===== src/rtl/arcade_input_ctrl.sv =====
// Player-input front end: merges HPS joystick words and PS/2 key latches, shapes coin pulses,
// and captures DIP / variant bytes from ioctl. Optional autofire: define INPUT_AUTOFIRE_EN.
module arcade_input_ctrl #(
  parameter int PLAYERS    = 2,
  parameter int BUTTONS    = 4,
  parameter int DIP_BYTES  = 8,
  parameter int COIN_PULSE = 2400000,
  parameter int AF_DIV     = 800000
) (
  input  logic                         clk_sys,
  input  logic                         reset,
  input  logic [10:0]                  ps2_key,
  input  logic [32*PLAYERS-1:0]        joy_in,
  input  logic                         ioctl_wr,
  input  logic [7:0]                   ioctl_index,
  input  logic [24:0]                  ioctl_addr,
  input  logic [7:0]                   ioctl_dout,
  input  logic [BUTTONS-1:0]           af_mask,
  output logic [4*PLAYERS-1:0]         dir,
  output logic [BUTTONS*PLAYERS-1:0]   btn,
  output logic [PLAYERS-1:0]           start,
  output logic [PLAYERS-1:0]           coin,
  output logic [8*DIP_BYTES-1:0]       dip,
  output logic [7:0]                   mod
);

  localparam int NP    = (PLAYERS < 2) ? 2 : PLAYERS;
  localparam bit TWO_P = (PLAYERS >= 2);
  localparam int CW    = $clog2(COIN_PULSE);
  localparam logic [CW-1:0] LOAD = CW'(COIN_PULSE - 1);

  localparam logic [1:0] S_IDLE  = 2'd0;
  localparam logic [1:0] S_PULSE = 2'd1;
  localparam logic [1:0] S_GAP   = 2'd2;

  // Keyboard latches
  logic            key_stb;
  logic            key_evt;
  logic            key_dn;
  logic [7:0]      key_code;
  logic [1:0][3:0] kb_dir;
  logic [1:0][3:0] kb_btn;
  logic [1:0][1:0] kb_start;
  logic [1:0]      kb_coin0;
  logic            kb_coin1;

  assign key_evt  = ps2_key[10] ^ key_stb;
  assign key_dn   = ps2_key[9];
  assign key_code = ps2_key[7:0];

  always_ff @(posedge clk_sys) begin
    key_stb <= ps2_key[10];
    if (reset) begin
      kb_dir   <= '0;
      kb_btn   <= '0;
      kb_start <= '0;
      kb_coin0 <= '0;
      kb_coin1 <= 1'b0;
    end else if (key_evt) begin
      case (key_code)
        8'h75: kb_dir[0][3]   <= key_dn;
        8'h72: kb_dir[0][2]   <= key_dn;
        8'h6B: kb_dir[0][1]   <= key_dn;
        8'h74: kb_dir[0][0]   <= key_dn;
        8'h14: kb_btn[0][0]   <= key_dn;
        8'h11: kb_btn[0][1]   <= key_dn;
        8'h29: kb_btn[0][2]   <= key_dn;
        8'h12: kb_btn[0][3]   <= key_dn;
        8'h05: kb_start[0][0] <= key_dn;
        8'h16: kb_start[0][1] <= key_dn;
        8'h76: kb_coin0[0]    <= key_dn;
        8'h2E: kb_coin0[1]    <= key_dn;
        8'h2D: if (TWO_P) kb_dir[1][3]   <= key_dn;
        8'h2B: if (TWO_P) kb_dir[1][2]   <= key_dn;
        8'h23: if (TWO_P) kb_dir[1][1]   <= key_dn;
        8'h34: if (TWO_P) kb_dir[1][0]   <= key_dn;
        8'h1C: if (TWO_P) kb_btn[1][0]   <= key_dn;
        8'h1B: if (TWO_P) kb_btn[1][1]   <= key_dn;
        8'h21: if (TWO_P) kb_btn[1][2]   <= key_dn;
        8'h1D: if (TWO_P) kb_btn[1][3]   <= key_dn;
        8'h06: if (TWO_P) kb_start[1][0] <= key_dn;
        8'h1E: if (TWO_P) kb_start[1][1] <= key_dn;
        8'h36: if (TWO_P) kb_coin1       <= key_dn;
        default: ;
      endcase
    end
  end

  // Raw merged signals; sized to at least two players so keyboard player 1 always has a slot
  logic [NP-1:0][3:0]         raw_dir;
  logic [NP-1:0][BUTTONS-1:0] raw_btn;
  logic [NP-1:0]              raw_start;
  logic [NP-1:0]              raw_coin;

  always_comb begin
    raw_dir   = '0;
    raw_btn   = '0;
    raw_start = '0;
    raw_coin  = '0;
    for (int unsigned p = 0; p < PLAYERS; p++) begin
      raw_dir[p] = joy_in[32*p +: 4];
      for (int unsigned b = 0; b < BUTTONS; b++)
        raw_btn[p][b] = joy_in[32*p + 4 + b];
      raw_start[p] = joy_in[32*p + 4 + BUTTONS];
      raw_coin[p]  = joy_in[32*p + 5 + BUTTONS];
    end
    for (int unsigned k = 0; k < 2; k++) begin
      raw_dir[k]   = raw_dir[k] | kb_dir[k];
      raw_start[k] = raw_start[k] | (|kb_start[k]);
      for (int unsigned b = 0; b < BUTTONS && b < 4; b++)
        raw_btn[k][b] = raw_btn[k][b] | kb_btn[k][b[1:0]];
    end
    raw_coin[0] = raw_coin[0] | (|kb_coin0);
    raw_coin[1] = raw_coin[1] | kb_coin1;
  end

  logic [NP-1:0][BUTTONS-1:0] btn_next;

`ifdef INPUT_AUTOFIRE_EN
  localparam int AW = (AF_DIV > 1) ? $clog2(AF_DIV) : 1;
  logic [AW-1:0] af_cnt;
  logic          af_phase;

  always_ff @(posedge clk_sys) begin
    if (reset) begin
      af_cnt   <= '0;
      af_phase <= 1'b0;
    end else if (af_cnt == AW'(AF_DIV - 1)) begin
      af_cnt   <= '0;
      af_phase <= ~af_phase;
    end else begin
      af_cnt <= af_cnt + 1'b1;
    end
  end

  always_comb begin
    btn_next = '0;
    for (int unsigned p = 0; p < NP; p++)
      btn_next[p] = raw_btn[p] & (~af_mask | {BUTTONS{af_phase}});
  end

  logic unused_bits;
  assign unused_bits = ^{ps2_key[8], joy_in};
`else
  assign btn_next = raw_btn;

  logic unused_bits;
  assign unused_bits = ^{ps2_key[8], joy_in, af_mask};
`endif

  always_ff @(posedge clk_sys) begin
    if (reset) begin
      dir   <= '0;
      btn   <= '0;
      start <= '0;
    end else begin
      for (int unsigned p = 0; p < PLAYERS; p++) begin
        dir[4*p +: 4]             <= raw_dir[p];
        btn[BUTTONS*p +: BUTTONS] <= btn_next[p];
        start[p]                  <= raw_start[p];
      end
    end
  end

  // Coin shaper: two-stage raw sampling puts coin high two edges after the raw edge is sampled
  logic [PLAYERS-1:0] raw_q;
  logic [PLAYERS-1:0] raw_q2;
  logic [PLAYERS-1:0] rise;
  logic [PLAYERS-1:0] pend;
  logic [1:0]         cst  [PLAYERS];
  logic [CW-1:0]      ccnt [PLAYERS];

  assign rise = raw_q & ~raw_q2;

  always_ff @(posedge clk_sys) begin
    if (reset) begin
      // Re-arm edge detection from the sampled level so a held coin does not fire on release
      raw_q  <= raw_coin[PLAYERS-1:0];
      raw_q2 <= raw_coin[PLAYERS-1:0];
      pend   <= '0;
      coin   <= '0;
      for (int unsigned p = 0; p < PLAYERS; p++) begin
        cst[p]  <= S_IDLE;
        ccnt[p] <= '0;
      end
    end else begin
      raw_q  <= raw_coin[PLAYERS-1:0];
      raw_q2 <= raw_q;
      for (int unsigned p = 0; p < PLAYERS; p++) begin
        coin[p] <= (cst[p] == S_PULSE);
        case (cst[p])
          S_IDLE: begin
            if (rise[p]) begin
              cst[p]  <= S_PULSE;
              ccnt[p] <= LOAD;
            end
          end
          S_PULSE: begin
            if (rise[p]) pend[p] <= 1'b1;
            if (ccnt[p] == '0) begin
              cst[p]  <= S_GAP;
              ccnt[p] <= LOAD;
            end else begin
              ccnt[p] <= ccnt[p] - 1'b1;
            end
          end
          S_GAP: begin
            if (ccnt[p] == '0) begin
              if (pend[p] || rise[p]) begin
                cst[p]  <= S_PULSE;
                ccnt[p] <= LOAD;
                pend[p] <= 1'b0;
              end else begin
                cst[p] <= S_IDLE;
              end
            end else begin
              ccnt[p] <= ccnt[p] - 1'b1;
              if (rise[p]) pend[p] <= 1'b1;
            end
          end
          default: cst[p] <= S_IDLE;
        endcase
      end
    end
  end

  always_ff @(posedge clk_sys) begin
    if (reset) begin
      dip <= '0;
      mod <= '0;
    end else if (ioctl_wr) begin
      if (ioctl_index == 8'd254) begin
        for (int unsigned k = 0; k < DIP_BYTES; k++)
          if (ioctl_addr == 25'(k)) dip[8*k +: 8] <= ioctl_dout;
      end
      if (ioctl_index == 8'd1) mod <= ioctl_dout;
    end
  end

endmodule

===== config.mk =====
export PLATFORM = sky130hd
export DESIGN_NAME = arcade_input_ctrl
export DESIGN_NICKNAME = d
export VERILOG_FILES = /design/src/rtl/arcade_input_ctrl.sv
export SDC_FILE = /design/constraint.sdc
export NUM_CORES = 1
export LEC_CHECK = 0
export ABC_CLOCK_PERIOD_IN_PS = 6400
export BUFFER_PORTS_ARGS = -buffer_cell sky130_fd_sc_hd__buf_2
export CAP_MARGIN = 20
export CORE_MARGIN = 2
export CORE_UTILIZATION = 55
export DETAILED_ROUTE_END_ITERATION = 8
export PLACE_DENSITY = 0.84
export SLEW_MARGIN = 20
export SYNTH_ARGS = -nofsm -noshare
export SYNTH_HDL_FRONTEND = slang
export SYNTH_SLANG_ARGS = --single-unit

===== constraint.sdc =====
create_clock -name clk_sys -period 6.4 [get_ports clk_sys]
set_clock_uncertainty 0.05 [all_clocks]
set_input_delay 1.6 -clock clk_sys [delete_from_list [all_inputs] [get_ports clk_sys]]
set_output_delay 1.6 -clock clk_sys [all_outputs]
set_load 0.03 [all_outputs]

==> impl.org, run 1 <==
** Power
- Cell Pwr Density :: 334 nW/um2
- The internal portion of the total power is about 2.1 mW.
- The share of total power dissipated in sequential elements is 0.483.
- Of the total power, the share spent switching nets is 0.302.
- Clock share of power :: 0.337
- Static power due to leakage :: around 3.8 nW
- Of the total power, combinational logic draws 0.179.
- For this design the total switching power over the nets is 0.901 mW.
- The worst-case IR drop observed on VDD is approximately 0.28 mV.

** Worst setup path
- Setup crit end kind :: flip-flop
- Cells along the critical path :: buf_2 -> nor4b_1 -> nand4_2 -> nor4_4 -> mux2i_1 -> nor2_1
- Tracing the worst setup path back leads to its startpoint at ioctl_addr[3].
- Setup CP Type :: input port to flip-flop
- The worst register-to-register path has a depth of 7.
- Worst setup path endpoint :: dip[27]
- Critical Path RT :: around 6600 ps
- Along the worst path, the maximum fanout reaches 8.
- Data arrival time of the worst path :: around 3800 ps
- The worst setup path is launched from an input port.
- For this design, the slowest cell found on the critical path is nor4_4.
- Crit-path max cell delay :: 900 ps
- In this run the critical register-to-register path is launched from ccnt[1][0].
- The endpoint identified for the worst register-to-register timing path is ccnt[1][20].
- Register-to-register setup slack :: around 3200 ps

** Global routing
- The first global-routing pass estimated about 28000 um of wire.
- Antenna violations before repair :: 2
- Overall overflow remaining after global route :: 0
- Overall routing resource usage :: 0.241
- The via count of the first global-routing pass was about 5800.
- Maximum number of pins on one net before global-route repair :: 105

** CTS
- The longest clock path from root to sink contains 2 buffers.
- The clock net in this run drives a total of 170 sinks.
- Setup fix buffers added after clock tree synthesis :: 0
- Register clock-pin slew on the reported worst setup and hold paths :: 60 ps
- TritonCTS clock tree :: done
- H-Tree Depth :: 4
- Clock latency on the worst-skew pair :: 430 ps
- The cell sitting at the root of the clock tree is a clkbuf_16.
- TritonCTS created 17 clock buffers.
- Count of hold-fix buffers inserted at cts :: 0
- Post-CTS repair changed the size of 0 cells.

** Synth
- For this run, the register share of the synthesized area comes to 0.523.
- Combined area of all synthesized cells :: between 7000 and 8000 um2
- Yosys mapped a number of flops with a built-in enable equal to 48.
- Post-synthesis cell type count :: 54
- Flop and latch count out of synthesis :: between 150 and 200
- Count of mapped cells out of synthesis :: around 730
- Top flip-flop cell by instance count after synthesis :: dfxtp_1
- During synthesis, Yosys emitted a total of 0 warnings.
- Fraction of registers with async set/reset :: 0
- Post-Syn Area per Cell :: 10.1 um2
- Synthesized netlist net count :: 859

** Die
- Row generation in the floorplan step produced 42 rows.
- Vertical die dimension :: between 100 and 150 um
- 215 I/O pins were placed.
- Floorplan Core Area :: 13200 um2
- Die Outline Area :: around 14000 um2
- Die X-Extent :: ~120 um
- Initial standard-cell utilization of the core :: 0.563

** Place
- In this run, placement finished with an instance count of 1041.
- Summed over all nets, the half-perimeter wirelength after detailed placement is approximately 12000 um.
- IO buf count :: approximately 170
- Routability-driven placement congestion ratio :: a little under 0.9

** Worst hold path
- The worst hold path was traced through 2 stages.
- The tightest min-delay check is of the flip-flop to flip-flop type.

** Timing
- The number of hold-slack violations in the final timing report is 0.
- Achievable clock frequency :: 279 MHz
- The tightest hold path in the finished design has a slack of between 400 and 500 ps.
- The total count of max-transition violations in the final report is 0.
- Number of setup violations in the final report :: 0
- Of the available clock period, the critical path in the final layout requires 0.560.
- Setup_tns :: 0 ps
- Min cycle time layout :: between 3000 and 4000 ps
- Setup repair after global routing left no endpoint under its margin.
- The worst pin sits at a relative slew slack of 0.310.
- At the pin with the least slew margin, the transition time is ~1000 ps.

** Run status
- Result of the run :: completed

** Routing
- Vias per Instance :: 5.51
- For this run, the detailed router's first-pass iteration total came to 7.
- Detailed-routed wire length on met2 :: ~8400 um
- Uppermost routed layer :: met4
- The detailed router put a total of 7100 um of wire on met1.
- Detailed routing placed a total of between 1000 and 1500 um of wire on met3.
- Number of design rule violations left after detail routing :: 0
- Sum of routed wire length over all layers :: 16900 um
- Count of nets left with antenna violations after detail routing :: 0
- In this run, the number of DRC markers left after iteration 0 of detailed routing was approximately 350.
- The routed layout has ~5900 vias.
- Routed length per placed instance :: between 15 and 20 um

** Cells and area
- Number of nets at the end of the flow :: between 1000 and 1500
- The layout has 1029 filler cells.
- Synthesis-to-layout area growth :: 20.3%
- Most used cells in the layout excluding fill and tap cells :: nor2_1, buf_2, dfxtp_1
- After the flow finishes, the layout carries non-filler instances totaling roughly 1100.
- Fraction of final layout cells sized beyond drive strength 1 :: 0.251

** Flow run
- Maximum Capacitance Violations :: 0
worst min-delay path by stage:
stage | start | end | slack (ps)
global placement | kb_coin1 | raw_q[1] | 400
CTS | kb_start[1] | kb_start[1] | 410
global route | kb_coin0[0] | kb_coin0[0] | 430
detailed placement | kb_coin1 | raw_q[1] | 400
floorplan | kb_coin1 | raw_q[1] | 380
finish | kb_dir[3] | kb_dir[3] | 410
stage by stage:
| stage | setup slack, ps | utilization | cell area [um2] | total power, mW |
|---|---|---|---|---|
| after floorplan | 2930 | - | 7420 | 1.84 |
| final | 2820 | 0.677 | 8930 | 2.98 |
| after CTS | 2840 | 0.676 | 8920 | 2.99 |
| after global placement | 2490 | 0.632 | 8330 | 1.95 |
| after detailed placement | 2390 | 0.632 | 8330 | 1.98 |
| after global routing | 2730 | 0.677 | 8930 | 3.12 |
flip-flops by register name, indices dropped and copies added, names as in the netlist:
signal and flops:
kb_dir 8, btn 8, start 2, dip 64, coin 2, kb_coin1 1
ccnt 44, mod 8, raw_q 2, key_stb 1, kb_coin0 2, kb_btn 8
kb_start 4, pend 2, raw_q2 2, dir 8, cst 4
metal layers:
layer	GRT usage	vias up
li1	-	2890
met1	0.288	2806
met2	0.417	200
met3	0.0670	29
met4	0.0824	0
met5	0	-
synth_stat cells, drive strengths merged (3+ instances only):
master	instances	share of area
o21ai	4	0.0027
nor2b	7	0.0059
nand4	4	0.0051
nor2	164	0.083
nor3b	3	0.0030
nand3b	3	0.0030
xor2	14	0.017
nor3	23	0.016
o41ai	4	0.0047
xnor2	25	0.029
or4	8	0.0086
clkbuf	30	0.015
nand2b	10	0.0084
nand2	29	0.015
a21oi	38	0.026
nor4b	3	0.0035
or2	5	0.0042
nand3	16	0.011
or3	11	0.010
mux2i	90	0.12
buf	6	0.0059
nor4	29	0.038
edfxtp	48	0.19
dfxtp	122	0.33
a31oi	4	0.0034
inv	9	0.0046
final cells by class:
class                   count  area (um2)  area share
inverters                   9        33.8     0.00378
well taps                 176         220      0.0247
repair buffers            168         855      0.0957
multi-input cells         519        3350       0.375
flip-flops and latches    170        3880       0.435
clock buffers              19         453      0.0507
clock inverters            13         134      0.0150
diodes                      1        2.50    0.000280
cells by family (layout without fill, tap and decap cells):
logic type | count (synthesis) | after routing | share of synthesized area
DFF | 170 | 170 | 0.523
other | 0 | 1 | 0
AOI/OAI and AO/OA | 59 | 59 | 0.0489
xor gates and xnor gates | 39 | 39 | 0.0460
and+or+nand+nor | 325 | 325 | 0.226
muxes | 92 | 92 | 0.124
buffers and inverters | 45 | 209 | 0.0256
adders and majority gates | 4 | 4 | 0.00607
worst max-delay path: cells and delay by family:
kind                   cells  cell delay (ps)
and+or+nand+nor            4             1770
muxes                      1              310
buffers and inverters      1              100
power groups by stage:
stage	sequential, mW	combinational, mW	clock, mW
floorplan	1.43	0.405	0
global placement	1.45	0.502	0
detailed placement	1.46	0.523	0
CTS	1.44	0.530	1.02
global route	1.46	0.594	1.06
finish	1.44	0.535	1.01
Note: power is estimated with default switching activity, not from simulation.
==> run 2: changes to the inputs <==
--- a/config.mk
+++ b/config.mk
@@ -5,13 +5,13 @@
 export SDC_FILE = /design/constraint.sdc
 export NUM_CORES = 1
 export LEC_CHECK = 0
-export ABC_CLOCK_PERIOD_IN_PS = 6400
+export ABC_CLOCK_PERIOD_IN_PS = 3100
 export BUFFER_PORTS_ARGS = -buffer_cell sky130_fd_sc_hd__buf_2
 export CAP_MARGIN = 20
 export CORE_MARGIN = 2
-export CORE_UTILIZATION = 55
+export CORE_UTILIZATION = 47
 export DETAILED_ROUTE_END_ITERATION = 8
-export PLACE_DENSITY = 0.84
+export PLACE_DENSITY = 0.76
 export SLEW_MARGIN = 20
 export SYNTH_ARGS = -nofsm -noshare
 export SYNTH_HDL_FRONTEND = slang
==> constraint.sdc (replaced) <==
create_clock -name clk_sys -period 3.1 [get_ports clk_sys]
set_clock_uncertainty 0.05 [all_clocks]
set_input_delay 0.775 -clock clk_sys [delete_from_list [all_inputs] [get_ports clk_sys]]
set_output_delay 0.775 -clock clk_sys [all_outputs]
set_load 0.03 [all_outputs]
==> run 2 against run 1 <==
  * Sequential power rose by 110%
  * Routed wire length fell by 2.7%
  * Setup slack got worse by 2500 ps
  * Design area increased by 1.5%
  * Critical endpoint is now ccnt[1][12]
  * Final cell count up 4.7%
  * Non-clock buffer count rose by 17
==> impl.org, run 2 (synthesized netlist as in run 1, its figures left out) <==
** Run status
- Result of the run :: completed

** Global routing
- Met1 Resource Use GR :: 0.252 (-0.0360)
- The global-route wire length before repair was 26900 um (-2.3%).
- Overall overflow remaining after global route :: 0 (unchanged)
- The overall routing resource usage was 0.203 (-0.0375).
- The via count of the first global-routing pass came to 5582 (-3.7%).
- Met3 Resource Use GR :: 0.0438 (-0.0232)
- GRT met2 Usage :: 0.341 (-0.0760)
- Maximum number of pins on one net before global-route repair :: 90 (-14%)
- GRT Max-Usage Layer :: met2
- Antenna violations before repair :: 0 (-2)

** Cells and area
- The flip-flop count of the largest register after layout is 64 (unchanged).
- The number of filler instances in the final layout came to 1344 (+31%).
- Most used cells in the layout excluding fill and tap cells :: nor2_1, buf_2, dfxtp_1
- The register area was 3880 um2 (unchanged).
- Area of the multi-input gates :: 3350 um2 (unchanged)
- Diode insertion count for antenna repair :: 0 (-1)
- The fraction of layout instances using a drive strength above 1 was 0.260 (+0.00955).
- Number of nets at the end of the flow :: 1027 (+1.7%)
- Final Instance Area :: 9070 um2 (+1.5%)
- Synthesis-to-layout area growth :: 22.1%
- Biggest register :: dip
- The largest registers in the layout are dip x64, ccnt x44.

** Die
- The number of I/O pins came to 215 (unchanged).
- The area of the placeable core is 15300 um2 (+16%).
- Std-Cell Rows :: 45 (+7.1%)
- The initial cell density of the core was 0.485 (-0.0781).
- The floorplan die width came to 130 um (+7.9%).
- The height of the die is 130 um (+7.9%).
- Die Outline Area :: 16800 um2 (+16%)

** Power
- The switching part of the total power was 0.289 (-0.0132).
- VDD IR max :: 0.612 mV (+120%)
- The share of total power in combinational logic came to 0.182 (+0.003).
- The final total power is 6.04 mW (+100%).
- Static power due to leakage :: 3.83 nW (+1.8%)
- The total power divided by cell area is 667 nW/um2 (+100%).
- The relative contribution of the clock network to total power was 0.327 (-0.010).
- Seq pwr share :: 0.491 (+0.008)
- Switching power :: 1.75 mW (+94%)
- Cell-internal power :: 4.30 mW (+110%)

** Timing
- The number of hold-slack violations in the final timing report is 0 (unchanged).
- Min cycle time layout :: ~2700 ps
- The worst max-slew margin expressed relative to the limit came to 0.410 (+0.0995).
- For this run, the top clock speed supported by timing is 366 MHz.
- Final cycle utilization of the critical path :: 0.882
- The slew at the pin closest to its max-slew limit was 886 ps (-149 ps).
- Setup repair after global routing left no endpoint under its margin.
- The final sum of negative setup slack came to 0 ps (unchanged).
- The total count of max-transition violations in the final report is 0 (unchanged).
- The final number of setup-violating endpoints came to 0 (unchanged).

** Place
- Placed cell areas :: 8510 um2 (+2.1%)
- Routability-driven placement congestion ratio :: 0.803 (-9.5%)
- Detail Placement HPWL :: 11600 um (-1.4%)
- IO buf count :: 165 (unchanged)

** Routing
- The via total after detailed routing came to 5818 (-1.8%).
- The remaining routing DRC violations was 0 (unchanged).
- Vias per Instance :: 5.17 (-6.3%)
- The first-pass iteration count of the detailed router came to 4 (-3).
- The routed wire length is 16400 um (-2.7%).
- Count of nets left with antenna violations after detail routing :: 0 (unchanged)
- The routed wirelength normalized by instance count was 14.6 um (-7.1%).
- First-iteration detailed-routing DRC count :: 254 (-26%)

** Worst setup path
- The required time of the critical path came to 3210 ps (-3410 ps).
- In this design, the largest share of critical-path delay is due to simple AND/OR/NAND/NOR gates.
- Setup CP Type :: flip-flop to flip-flop
- The number of buffers and inverters on the critical path is 0 (-1).
- The critical-path maximum fanout came to 15 (+7).
- Crit-path max cell delay :: 570 ps (-330 ps)
- On the critical path, the stage with the largest delay is an instance of or4_1.
- STA classifies the critical path endpoint as a flip-flop.
- The arrival time at the worst endpoint is 2840 ps (-960 ps).
- The worst setup path is launched from a flip-flop.
- Cells along the critical path :: or4_1 -> or3_4 -> or4_4 -> a2bb2oi_4 -> a21oi_1

** CTS
- Setup fix buffers added after clock tree synthesis :: 0 (unchanged)
- H-Tree Depth :: 4 (unchanged)
- The clock transition time at the flip-flop clock pins of the worst setup and hold paths came to 60 ps (about the same).
- Clock tree synthesis selected as its root buffer the cell clkbuf_16.
- The number of clock buffers inserted by TritonCTS came to 17 (unchanged).
- The number of hold buffers added after CTS came to 0 (unchanged).
- The number of clock sinks came to 170 (unchanged).
- The count of cells resized by post-cts repair came to 0 (unchanged).
- TritonCTS built the clock tree.
- CTS Buffer Depth :: 2 (unchanged)
- The clock insertion delay at the later pin of the skew report came to 430 ps (about the same).

** Flow run
- Maximum Capacitance Violations :: 0 (unchanged)

** Worst hold path
- In this run the worst hold path is classified as flip-flop to flip-flop.
[run 2: layer usage]
metal,wire (um),part of all wire
met5,0,0
met4,367,0.022
met3,970,0.059
met2,7860,0.48
met1,7230,0.44
[run 2: path summary, 6_finish.rpt]
path,slack [ps],from,to,cells after the start
setup / recovery,370,ccnt[1][16],ccnt[1][12],5
hold / removal,410,kb_coin0[1],raw_q[0],1
setup reg to reg,370,ccnt[1][16],ccnt[1][12],5
hold reg to reg,410,kb_coin0[1],raw_q[0],1
[run 2: power by group through the flow]
| stage | logic (mW) | registers, mW | clock network (mW) |
|---|---|---|---|
| CTS | 1.11 | 2.97 | 2.02 |
| detailed placement | 1.10 | 3.01 | 0 |
| global placement | 1.08 | 3.00 | 0 |
| finish | 1.10 | 2.97 | 1.98 |
| floorplan | 0.837 | 2.96 | 0 |
| global route | 1.23 | 3.02 | 2.12 |
[run 2: stage by stage]
| step | hold slack, ps | cells | setup WS, ps | util |
|---|---|---|---|---|
| floorplan | 376 | 734 | 299 | - |
| global route | 435 | 1126 | 229 | 0.592 |
| detailed placement | 397 | 1094 | 332 | 0.556 |
| CTS | 410 | 1126 | 364 | 0.592 |
| global placement | 398 | 1094 | 371 | 0.556 |
| finish | 409 | 1126 | 366 | 0.592 |
[run 2: final cells by class]
cell class | count | share of cell area
inverter | 9 | 0.00373
clock inverter | 6 | 0.00400
multi-input combinational | 519 | 0.369
clock buffer | 26 | 0.0574
tap | 211 | 0.0291
timing repair buffer | 185 | 0.108
sequential | 170 | 0.428
==> run 3: changes to the inputs <==
--- a/config.mk
+++ b/config.mk
@@ -8,10 +8,9 @@
 export ABC_CLOCK_PERIOD_IN_PS = 3100
 export BUFFER_PORTS_ARGS = -buffer_cell sky130_fd_sc_hd__buf_2
 export CAP_MARGIN = 20
-export CORE_MARGIN = 2
-export CORE_UTILIZATION = 47
+export CORE_UTILIZATION = 45
 export DETAILED_ROUTE_END_ITERATION = 8
-export PLACE_DENSITY = 0.76
+export PLACE_DENSITY = 0.74
 export SLEW_MARGIN = 20
 export SYNTH_ARGS = -nofsm -noshare
 export SYNTH_HDL_FRONTEND = slang
==> run 3 against run 2 <==
  * Die area increased by 1.2%
  * Clock-buffer cell count decreased by 2
  * Total power increased by 2.8%
  * Design area increased by 0.50%
  * Critical path type unchanged
  * Sequential power about the same
  * Global-route usage decreased by 0.47 points
==> impl.org, run 3 (synthesized netlist as in run 1, its figures left out) <==
** Timing
- RSZ-0062 raised after global routing :: false
- The total count of max-transition violations in the final report was 0 (unchanged).
- The slew at the pin closest to its max-slew limit was 758 ps (-128 ps).
- Final Hold Viols :: 0 (unchanged)
- Final cycle utilization of the critical path :: 0.896 (+0.0142)
- The maximum achievable frequency is 360 MHz (-1.6%).
- The final number of setup-violating endpoints is 0 (unchanged).
- The time the worst path needs with I/O delays and setup was 2780 ps (+44.0 ps).
- The setup slack of the critical path after layout was 322 ps (-44.0 ps).
- The worst max-slew margin expressed relative to the limit was 0.495 (+0.0853).
- Setup_tns :: 0 ps (unchanged)

** Global routing
- Wire length of the first global-routing pass :: 26200 um (-2.7%)
- The largest net degree at the start of global routing was 75 (-17%).
- The overall routing resource usage is 0.199 (-0.00470).
- The via count of the first global-routing pass is 5319 (-4.7%).
- The number of antenna violations at the first check in global routing was 0 (unchanged).
- The residual overflow from global routing was 0 (unchanged).

** Cells and area
- Most used cells in the layout excluding fill and tap cells :: nor2_1, buf_2, dfxtp_1
- Biggest register :: dip
- The non-filler instance count after layout was 1128 (+0.18%).
- Largest registers ranked by flip-flop count :: dip x64, ccnt x44
- Relative to the synthesized area, the layout overhead comes to 22.7%.
- The fraction of layout instances using a drive strength above 1 came to 0.261 (+0.000856).
- Diode insertion count for antenna repair :: 0 (unchanged)
- The number of nets in the final layout is 1024 (-0.29%).
- The register area came to 3880 um2 (unchanged).
- The area taken by multi-input logic gates came to 3350 um2 (unchanged).
- Max FFs per register :: 64 (unchanged)
- Final Instance Area :: 9110 um2 (+0.50%)
- Number of fill cells :: 1440 (+7.1%)

** Power
- Cell Pwr Density :: 682 nW/um2 (+2.2%)
- Static power due to leakage :: 3.85 nW (+0.39%)
- The highest ir drop seen on vdd is 0.434 mV (-29%).
- The final total power came to 6.21 mW (+2.8%).

** Die
- # IOs :: 215 (unchanged)
- The full die area came to 17000 um2 (+1.2%).
- The floorplan die width came to 130 um (+0.59%).
- Vertical die dimension :: 130 um (+0.59%)
- The area of the placeable core is 16000 um2 (+4.5%).
- The placement row count is 46 (+2.2%).
- Initial standard-cell utilization of the core :: 0.464 (-0.0208)

** Worst setup path
- The stage delay of the slowest cell on the critical path was 580 ps (about the same).
- Cells along the critical path :: or4_1 -> or3_4 -> or4_4 -> a2bb2oi_4 -> a21oi_1
- Startpoint type of the worst setup path :: flip-flop
- Cell with the biggest individual delay on the critical path :: or4_1
- Setup CP Type :: flip-flop to flip-flop
- Data arrival time of the worst path :: 2880 ps (+40 ps)
- Maximum fanout count along the critical path :: 15 (unchanged)
- Setup crit end kind :: flip-flop
- Critical Path RT :: 3210 ps (about the same)

** CTS
- TritonCTS clock tree :: done
- The count of cells resized by post-cts repair was 0 (unchanged).
- Register clock-pin slew on the reported worst setup and hold paths :: 60 ps (about the same)
- The number of clock buffers inserted by TritonCTS is 17 (unchanged).
- Clock root buffer :: clkbuf_16
- Setup fix buffers added after clock tree synthesis :: 0 (unchanged)
- The number of clock sinks was 170 (unchanged).
- Count of hold-fix buffers inserted at cts :: 0 (unchanged)
- H-Tree Depth :: 4 (unchanged)
- The worst-case clock buffer depth was 2 (unchanged).
- Clock latency on the worst-skew pair :: 420 ps (about the same)

** Place
- Worst setup slack after placement :: 325 ps (-7.40 ps)
- The detailed placer's ending HPWL was 11700 um (+0.68%).
- Routability-driven placement congestion ratio :: 0.781 (-2.7%)
- Placed Cells incl. Taps :: 1096 (+0.18%)
- Placed cell areas :: 8510 um2 (about the same)
- The number of buffers added on ports was 165 (unchanged).

** Routing
- First-iteration detailed-routing DRC count :: 267 (+5.1%)
- The routed wire length came to 16500 um (+0.66%).
- Vias per Instance :: 5.14 (-0.59%)
- The via total after detailed routing was 5794 (-0.41%).
- Count of nets left with antenna violations after detail routing :: 0 (unchanged)
- The remaining routing DRC violations is 0 (unchanged).
- The first-pass iteration count of the detailed router came to 4 (unchanged).
- Routed length per placed instance :: 14.7 um (+0.49%)

** Flow run
- Maximum Capacitance Violations :: 0 (unchanged)

** Worst hold path
- The path class of the tightest hold or removal check is flip-flop to flip-flop.

** Run status
- The flow ran to the end, and the final reports show no timing, DRC or antenna violations.
-- run 3: changes by cell type in the layout (fill, tap and decap cells not counted), sizes merged --
cell / previous run / this run
inv: 10 / 13
buf: 185 / 182
clkinvlp: 2 / 1
clkbuf: 26 / 24
-- run 3: final timing paths --
kind                     from         end  slack, ps  cells after the start
setup / recovery  ccnt[1][16]  ccnt[1][9]        320                      5
hold / removal       kb_coin1    raw_q[1]        420                      1
setup reg to reg  ccnt[1][16]  ccnt[1][9]        320                      5
hold reg to reg      kb_coin1    raw_q[1]        420                      1
-- run 3: worst max-delay path: cells and delay by family (launching register included) --
kind / cells / cell delay, ps
and+or+nand+nor: 3 / 1510
AOI/OAI and AO/OA: 2 / 480
DFF: 1 / 470
-- run 3: report_power, final --
group / internal [mW] / switching (mW)
Combinational: 0.481 / 0.637
Sequential: 2.67 / 0.293
Clock: 1.23 / 0.901
-- run 3: final cells by class --
type,count,share of cell area
Clock inverter,8,0.00783
Inverter,9,0.00371
Tap cell,216,0.0297
Timing Repair Buffer,182,0.106
Multi-Input combinational cell,519,0.368
Clock buffer,24,0.0586
Sequential cell,170,0.426
-- run 3: layer usage --
layer / vias to the layer above / part of all wire / global-route usage
li1: 2921 / - / -
met1: 2702 / 0.46 / 0.252
met2: 149 / 0.47 / 0.329
met3: 22 / 0.051 / 0.0456
met4: 0 / 0.020 / 0.0791
met5: - / 0 / 0
-- run 3: metrics by stage --
step           hold slack, ps   util
2_1_floorplan             376      -
3_3_place_gp              399  0.532
3_5_place_dp              397  0.532
4_1_cts                   416  0.569
5_1_grt                   428  0.569
6_report                  417  0.569
